`config.mk`:
```
export PLATFORM = sky130hd
export DESIGN_NAME = multi_hex_disp_scan
export DESIGN_NICKNAME = d
export VERILOG_FILES = /design/src/rtl/multi_hex_disp_scan.sv
export SDC_FILE = /design/constraint.sdc
export NUM_CORES = 1
export LEC_CHECK = 0
export BUFFER_PORTS_ARGS = -buffer_cell sky130_fd_sc_hd__buf_4
export CORE_ASPECT_RATIO = 2
export CORE_MARGIN = 3
export CORE_UTILIZATION = 40
export DETAILED_ROUTE_END_ITERATION = 8
export SETUP_SLACK_MARGIN = 0.05
export SLEW_MARGIN = 20
export SYNTH_ARGS = -nofsm -noshare
export SYNTH_HDL_FRONTEND = slang
export SYNTH_SLANG_ARGS = --single-unit
```
`constraint.sdc`:
```
create_clock -name i_Clk -period 3.3 [get_ports i_Clk]
set_input_delay 0.33 -clock i_Clk [delete_from_list [all_inputs] [get_ports i_Clk]]
set_output_delay 0.33 -clock i_Clk [all_outputs]
set_load 0.05 [all_outputs]
```
`src/rtl/multi_hex_disp_scan.sv`:
```
// Multiplexed hex display scanner: prescaled digit scan, shadow/active value
// registers swapped at frame boundaries, hex-to-7-segment decode with optional
// leading-zero blanking, registered outputs with selectable polarity.
// Latency: outputs follow the digit index / active register by one cycle.
// Backpressure: none; i_Load is a strobe and is always accepted (latest wins).
//
// Ports:
//   i_Clk, i_Rst      clock, asynchronous active-high reset
//   i_Load            strobe capturing i_Value / i_Dp
//   i_Value, i_Dp     nibble per digit (digit 0 in LSBs), decimal point per digit
//   i_Blank           forces segments, Dp and digit enables inactive
//   o_Segments        A..G on bits 6..0
//   o_Dp, o_Digit_En  decimal point of the driven digit, one-hot digit enable
//   o_Pending         a loaded value is waiting for the next frame boundary
//   o_Frame_Done      one-cycle pulse after each frame wrap
module multi_hex_disp_scan #(
  parameter int NUM_DIGITS     = 4,
  parameter int REFRESH_CYCLES = 25000,
  parameter int ACTIVE_LOW     = 0,
  parameter int BLANK_LZ       = 1
) (
  input  logic                    i_Clk,
  input  logic                    i_Rst,
  input  logic                    i_Load,
  input  logic [4*NUM_DIGITS-1:0] i_Value,
  input  logic [NUM_DIGITS-1:0]   i_Dp,
  input  logic                    i_Blank,
  output logic [6:0]              o_Segments,
  output logic                    o_Dp,
  output logic [NUM_DIGITS-1:0]   o_Digit_En,
  output logic                    o_Pending,
  output logic                    o_Frame_Done
);

  localparam int IW = (NUM_DIGITS > 1) ? $clog2(NUM_DIGITS) : 1;
  localparam int PW = $clog2(REFRESH_CYCLES);
  localparam int VW = 4 * NUM_DIGITS;
  localparam logic [IW-1:0] IDX_LAST = IW'(NUM_DIGITS - 1);
  localparam logic [PW-1:0] PRE_LAST = PW'(REFRESH_CYCLES - 1);
  localparam logic          POL      = (ACTIVE_LOW != 0);

  logic [PW-1:0]         pre_q, pre_d;
  logic [IW-1:0]         idx_q, idx_d;
  logic [VW-1:0]         active_q, active_d;
  logic [VW-1:0]         shadow_q, shadow_d;
  logic [NUM_DIGITS-1:0] dp_act_q, dp_act_d;
  logic [NUM_DIGITS-1:0] dp_sh_q, dp_sh_d;
  logic                  pend_q, pend_d;
  logic                  fdone_q;
  logic [6:0]            seg_q, seg_d;
  logic                  dpo_q, dpo_d;
  logic [NUM_DIGITS-1:0] en_q, en_d;

  logic                  tc;
  logic                  wrap;

  function automatic logic [6:0] hex7(input logic [3:0] nib);
    logic [6:0] s;
    case (nib)
      4'h0: s = 7'h7E;  4'h1: s = 7'h30;  4'h2: s = 7'h6D;  4'h3: s = 7'h79;
      4'h4: s = 7'h33;  4'h5: s = 7'h5B;  4'h6: s = 7'h5F;  4'h7: s = 7'h70;
      4'h8: s = 7'h7F;  4'h9: s = 7'h7B;  4'hA: s = 7'h77;  4'hB: s = 7'h1F;
      4'hC: s = 7'h4E;  4'hD: s = 7'h3D;  4'hE: s = 7'h4F;  default: s = 7'h47;
    endcase
    return s;
  endfunction

  // Scan sequencing and shadow/active hand-over.
  always_comb begin
    tc       = (pre_q == PRE_LAST);
    wrap     = tc && (idx_q == IDX_LAST);
    pre_d    = tc ? '0 : pre_q + PW'(1);
    idx_d    = idx_q;
    active_d = active_q;
    dp_act_d = dp_act_q;
    shadow_d = shadow_q;
    dp_sh_d  = dp_sh_q;
    pend_d   = pend_q;
    if (tc) begin
      idx_d = wrap ? '0 : idx_q + IW'(1);
    end
    if (wrap && i_Load) begin
      // Load on the boundary itself bypasses the shadow entirely.
      active_d = i_Value;
      dp_act_d = i_Dp;
      pend_d   = 1'b0;
    end else if (i_Load) begin
      shadow_d = i_Value;
      dp_sh_d  = i_Dp;
      pend_d   = 1'b1;
    end else if (wrap && pend_q) begin
      active_d = shadow_q;
      dp_act_d = dp_sh_q;
      pend_d   = 1'b0;
    end
  end

  // Output decode from the current index and active value.
  logic [3:0]            nib;
  logic                  dp_sel;
  logic                  lz_sel;
  logic [NUM_DIGITS-1:0] lz;
  logic                  all_zero;
  logic [6:0]            seg_raw;

  always_comb begin
    // lz[k]: nibble k and every more-significant nibble are zero.
    all_zero = 1'b1;
    lz       = '0;
    for (int k = NUM_DIGITS - 1; k >= 0; k--) begin
      all_zero = all_zero & (active_q[4*k +: 4] == 4'h0);
      lz[k]    = all_zero;
    end
    nib    = '0;
    dp_sel = 1'b0;
    lz_sel = 1'b0;
    en_d   = '0;
    for (int k = 0; k < NUM_DIGITS; k++) begin
      if (idx_q == IW'(k)) begin
        nib     = active_q[4*k +: 4];
        dp_sel  = dp_act_q[k];
        lz_sel  = (k != 0) && lz[k];
        en_d[k] = 1'b1;
      end
    end
    seg_raw = ((BLANK_LZ != 0) && lz_sel) ? 7'h00 : hex7(nib);
    dpo_d   = dp_sel;
    if (i_Blank) begin
      seg_raw = 7'h00;
      dpo_d   = 1'b0;
      en_d    = '0;
    end
    seg_d = seg_raw ^ {7{POL}};
    dpo_d = dpo_d ^ POL;
    en_d  = en_d ^ {NUM_DIGITS{POL}};
  end

  always_ff @(posedge i_Clk or posedge i_Rst) begin
    if (i_Rst) begin
      pre_q    <= '0;
      idx_q    <= '0;
      active_q <= '0;
      shadow_q <= '0;
      dp_act_q <= '0;
      dp_sh_q  <= '0;
      pend_q   <= 1'b0;
      fdone_q  <= 1'b0;
      seg_q    <= {7{POL}};
      dpo_q    <= POL;
      en_q     <= {NUM_DIGITS{POL}};
    end else begin
      pre_q    <= pre_d;
      idx_q    <= idx_d;
      active_q <= active_d;
      shadow_q <= shadow_d;
      dp_act_q <= dp_act_d;
      dp_sh_q  <= dp_sh_d;
      pend_q   <= pend_d;
      fdone_q  <= wrap;
      seg_q    <= seg_d;
      dpo_q    <= dpo_d;
      en_q     <= en_d;
    end
  end

  assign o_Segments   = seg_q;
  assign o_Dp         = dpo_q;
  assign o_Digit_En   = en_q;
  assign o_Pending    = pend_q;
  assign o_Frame_Done = fdone_q;

endmodule

```
# == Yosys cells after proc, flatten, opt, wreduce, memory -nomap -nowiden ==
# Memory sizes are Yosys's and may differ from the RTL's.
# Index checks and enable logic that the tools add are counted.
# totals
mem_bits_ro,112
mem_count,1
reg_bits,71
elab_cells,63
# classes
add_sub_neg,2
reduce_logical,11
bitwise,3
eq_ne,5
muxes,30
# mem_list
memory,words,width,read_ports,rd_ports_with_merged_regs,wr,line_no,text
(no name shown),16,7,1,0,0,59,case (nib)
# ops
op,n
16-bit two-way mux,3
4-bit two-way mux,8
15-bit by 1-bit adder with 15-bit output (second input constant),1
15-bit == test (second input constant),1
1-bit two-way mux,15
15-bit two-way mux,1
7-bit two-way mux,2
4-bit zero test,3
2-bit == test (second input constant),2
2-bit AND reduction,2
1-bit logical AND,3
3-bit nonzero test,1
2-bit by 1-bit adder with 2-bit output (second input constant),1
1-bit AND,2
2-bit by 1-bit == test with 1-bit output (second input constant),1
2-bit zero test,1
2-bit two-way mux,1
2-bit by 1-bit inequality test with 1-bit output (second input constant),1
2-bit nonzero test,1
1-bit NOT,1

# == Longest topological paths before layout ==
# logic_depth
word_depth,8
mapped_depth,10
ltp_nobuf,9

# == Least setup slack after synthesis ==
# Ideal clock, no wire load.
# synth_path
path_type,register -> register
startpoint,register idx_q[0]
endpoint,register seg_q[6] (netlist: o_Segments[6])
t_arrival_ps,2149
path_stages_with_launch,11
setup_time_ps,74
t_required_ps,3226
slack_ps,1077
period_less_slack_ps,2223
path_cell_list,dfrtp_1 ha_1 buf_2 clkbuf_1 nor3b_1 a211o_1 inv_1 ha_1 or3_1 o221ai_1 nor2b_1
# synth_via
elab_chain_cells,8
elab_cells_between_ends,14
classes_between,eq/ne (3); mux (9); reduce/logical (1); memory (1)
# synth_rtl
item,line_no,text
start: declaration,43,"logic [IW-1:0] idx_q, idx_d;"
start signal: assignment,153,idx_q <= idx_d;
2-bit zero test,119,if (idx_q == IW'(k)) begin
4-bit two-way mux (4 in a row),119,
memory read 16 x 7 bit,-,
7-bit two-way mux (*),126,seg_raw = ((BLANK_LZ != 0) && lz_sel) ? 7'h00 : hex7(nib);
7-bit two-way mux (*),128,if (i_Blank) begin
via seg_d[6],50,"logic [6:0] seg_q, seg_d;"
end signal: assignment,148,seg_q <= {7{POL}};
end signal: assignment,160,seg_q <= seg_d;
end: declaration,50,
# The timed path passes the listed nets; every way through them passes the cells marked *.
# A chain may end at the register's enable or synchronous reset.

# == Final worst setup path ==
# layout_path
startpoint,register idx_q[0]
endpoint,register seg_q[2] (netlist: o_Segments[2])
# The elaborated chain is that of the path after synthesis.

==> impl_metrics.sql <==
INSERT INTO impl_metrics (metric_group, metric, value, unit) VALUES
('timing', 'setup_failing_eps_final', '0', ''),
('global_route', 'grt_start_max_net_pins', '45', ''),
('setup_path', 'path_cells', 'ha_1 > nor2_1 > a22o_1 > a31oi_1 > inv_1 > ha_1 > inv_1 > nor3_1 > a211oi_1', ''),
('placed_design', 'hpwl', '5.662', 'mm'),
('clock_network', 'cts-buffers-inserted', '9', ''),
('die', 'core_region_area', '8351', 'sq um'),
('power', 'cellPowerDensity', '532.1', 'nW/um^2'),
('setup_path', 'timing.critical_path.required', '3.54', 'ns'),
('clock_network', 'clock_tree.buffer_depth', '2', ''),
('setup_path', 'r2r_cell_count', '9', ''),
('timing', 'worstMarginPinSlew', '0.9081', 'ns'),
('synth', 'synth_area_leaders', 'dfrtp_1 51%, mux2_2 6.5%, o2bb2ai_1 4.3%', ''),
('synth', 'yosys_most_used_dff', 'dfrtp_1', ''),
('global_route', 'wire_length_of_the_first_global_routing_pass', '13.15', 'mm'),
('timing', 'period_needed', '2.510', 'ns'),
('finish', 'layout.nets', '380', ''),
('finish', 'diodes', '0', ''),
('setup_path', 'crit_path_max_incr_delay', '0.54', 'ns'),
('setup_path', 'critPathKind', 'reg -> reg', ''),
('synth', 'synth.yosys.seq_area_share', '0.5106', ''),
('timing', 'fmax', '398.5', 'MHz'),
('route', 'detail_route.first_pass.iterations', '4', ''),
('synth', 'ys_types', '47', ''),
('timing', 'timing.final.crit_share', '0.7605', ''),
('die', 'placementRows', '47', ''),
('route', 'post_drt_via_cell_ratio', '5.538', ''),
('power', 'irDropWorstVdd', '0.3637', 'mV'),
('clock_network', 'cts_tree', 'built', ''),
('setup_path', 'cell_with_the_largest_stage_delay_on_the_worst_path', 'ha_1', ''),
('die', 'initial_utilization', '0.4167', ''),
('setup_path', 'timing.critical_path.buf_inv', '2', ''),
('timing', 'max_clock_skew', '0.006231', 'ns'),
('clock_network', 'htreeDepth', '3', ''),
('timing', 'hold-worst-slack', '0.2036', 'ns'),
('timing', 'finalMaxSlewViolations', '0', ''),
('synth', 'synth_top_area_cell', 'dfrtp_1', ''),
('clock_network', 'hold_buffers', '0', ''),
('die', 'floorplan.die_area', '9922', 'sq um'),
('min_path', 'min-delay-path-class', 'in -> async', ''),
('timing', 'report.final.hold_viol_count', '0', ''),
('synth', 'syn_area', '3480', 'sq um'),
('setup_path', 'worst-path-max-fanout', '19', ''),
('setup_path', 'arrival', '2.75', 'ns'),
('timing', 'setup_repair_after_global_routing_missed_its_margin', 'no', ''),
('placed_design', 'routabilityCongestion', '0.8229', ''),
('finish', 'area_added_between_synthesis_and_finish', '20.32', '%'),
('clock_network', 'worst_skew_pair.late_latency', '0.33', 'ns'),
('flow_run', 'max-cap-violations', '0', ''),
('timing', 'slew-limit-headroom', '0.3937', ''),
('synth', 'synth_largest_type_area_fraction', '0.5106', ''),
('synth', 'synth.net_count', '343', ''),
('global_route', 'globalRouteTotalUtil', '0.1756', ''),
('placed_design', 'io_buffer_count', '37', ''),
('global_route', 'grt_antenna_before_repair', '0', ''),
('synth', 'synth_enable_flop_cells', '0', ''),
('placed_design', 'placement.setup.worst_slack', '0.8113', 'ns'),
('route', 'drc', '0', ''),
('finish', 'post_route_cells_drive_above_1_share', '0.2429', ''),
('finish', 'n_fill_cell', '789', ''),
('synth', 'synthCells', '308', ''),
('placed_design', 'placed_cell_area', '3849', 'sq um'),
('synth', 'ys.warnings.count', '0', ''),
('timing', 'setup_total_negative_slack', '0', 'ns'),
('setup_path', 'worst_r2r_endpoint', 'o_Segments[2]', ''),
('route', 'initialDrtViolationCount', '127', ''),
('die', 'boundaryPins', '38', ''),
('route', 'detail-route-antenna-nets', '0', ''),
('run_status', 'status', 'finished, final reports clean', ''),
('clock_network', 'cts-root-buf', 'clkbuf_16', ''),
('power', 'static-leakage-power', '1.845', 'nW'),
('synth', 'synth-async-reset-ratio', '1.000', '');
-- worst reg2reg max path: stages (launching register included) --
cell and delay (ns):
dfrtp_1 0.40, ha_1 0.54, nor2_1 0.09, a22o_1 0.21, a31oi_1 0.40, inv_1 0.16, ha_1 0.27, inv_1 0.09
nor3_1 0.05, a211oi_1 0.21
-- where the power goes --
part,internal (mW),switching [mW]
Clock,0.736,0.358
Sequential,0.914,0.0256
Combinational,0.0874,0.106
-- layout make-up --
type / count / area, sq um / share of cell area
clock inverter: 6 / 108.9 / 0.02600
clock buffer: 10 / 229.0 / 0.05469
sequential: 71 / 1777 / 0.4244
timing repair buffer: 44 / 330.3 / 0.07890
multi-input combinational: 210 / 1585 / 0.3787
tap: 98 / 122.6 / 0.02929
inverter: 9 / 33.78 / 0.008069
-- metrics by stage --
stage | cells | utilization | power (mW)
after floorplan | 308 | - | 1.078
after global placement | 432 | 0.4609 | 1.147
after detailed placement | 432 | 0.4609 | 1.152
after CTS | 448 | 0.5013 | 2.249
after global routing | 448 | 0.5013 | 2.312
final | 448 | 0.5013 | 2.228
-- cell usage after synthesis, drive strengths merged, types with 3 or more instances --
| library cell | n |
|---|---|
| nor2 | 15 |
| ha | 11 |
| mux2 | 20 |
| nor3 | 4 |
| xor2 | 9 |
| a31oi | 16 |
| xnor2 | 5 |
| nor3b | 3 |
| nor2b | 14 |
| dfrtp | 71 |
| nand3b | 5 |
| o22ai | 6 |
| and2 | 16 |
| a21oi | 7 |
| o2bb2ai | 17 |
| clkbuf | 9 |
| mux2i | 4 |
| nand2 | 13 |
| nor4 | 3 |
| a221oi | 4 |
| o21ai | 5 |
| inv | 8 |
| buf | 9 |
| nand3 | 8 |
-- registers in the layout, summed over array words and instances, names as in the netlist, 2 cells and up --
| signal | cells |
|---|---|
| active_q | 16 |
| o_Segments | 7 |
| o_Digit_En | 4 |
| shadow_q | 16 |
| dp_sh_q | 4 |
| pre_q | 15 |
| dp_act_q | 4 |
| idx_q | 2 |
-- cells by family after synthesis --
logic type	after synthesis	synth area share
xor+xnor	14	0.03524
flops	71	0.5106
mux	24	0.07623
buf+inv	27	0.03380
simple gates	95	0.1672
compound gates	66	0.1374
fa+ha+maj	11	0.03955
-- worst max path at each step --
stage             start       endpoint  slack (ns)  depth (start not counted)
6_report       idx_q[0]  o_Segments[2]        0.79                          9
3_3_place_gp   idx_q[0]  o_Segments[2]        0.93                          9
4_1_cts        idx_q[0]  o_Segments[2]        0.78                          9
5_1_grt        idx_q[0]  o_Segments[2]        0.50                          9
2_1_floorplan  idx_q[0]  o_Segments[6]        1.08                         10
3_5_place_dp   idx_q[0]  o_Segments[2]        0.81                          9
-- metal layers --
metal	up-vias	global-route usage	wire, um
li1	1192	-	-
met1	1242	0.1869	2897
met2	36	0.3258	4601
met3	11	0.04209	226
met4	0	0.06904	154
met5	-	0	0
-- cells in the final DEF, fill, tap and decap left out, types with 3 or more instances in the layout --
| master | count |
|---|---|
| a21oi_1 | 7 |
| a221oi_1 | 4 |
| a31oi_1 | 16 |
| and2_1 | 16 |
| buf_4 | 44 |
| bufinv_16 | 3 |
| clkbuf_16 | 9 |
| dfrtp_1 | 71 |
| ha_1 | 11 |
| inv_1 | 7 |
| mux2_2 | 20 |
| mux2i_1 | 4 |
| nand2_1 | 13 |
| nand3_1 | 7 |
| nand3b_1 | 5 |
| nor2_1 | 15 |
| nor2b_1 | 14 |
| nor3_1 | 4 |
| nor3b_1 | 3 |
| o21ai_0 | 5 |
| o22ai_1 | 6 |
| o2bb2ai_1 | 17 |
| xnor2_1 | 5 |
| xor2_1 | 9 |
Note: power is estimated with default switching activity, not from simulation.
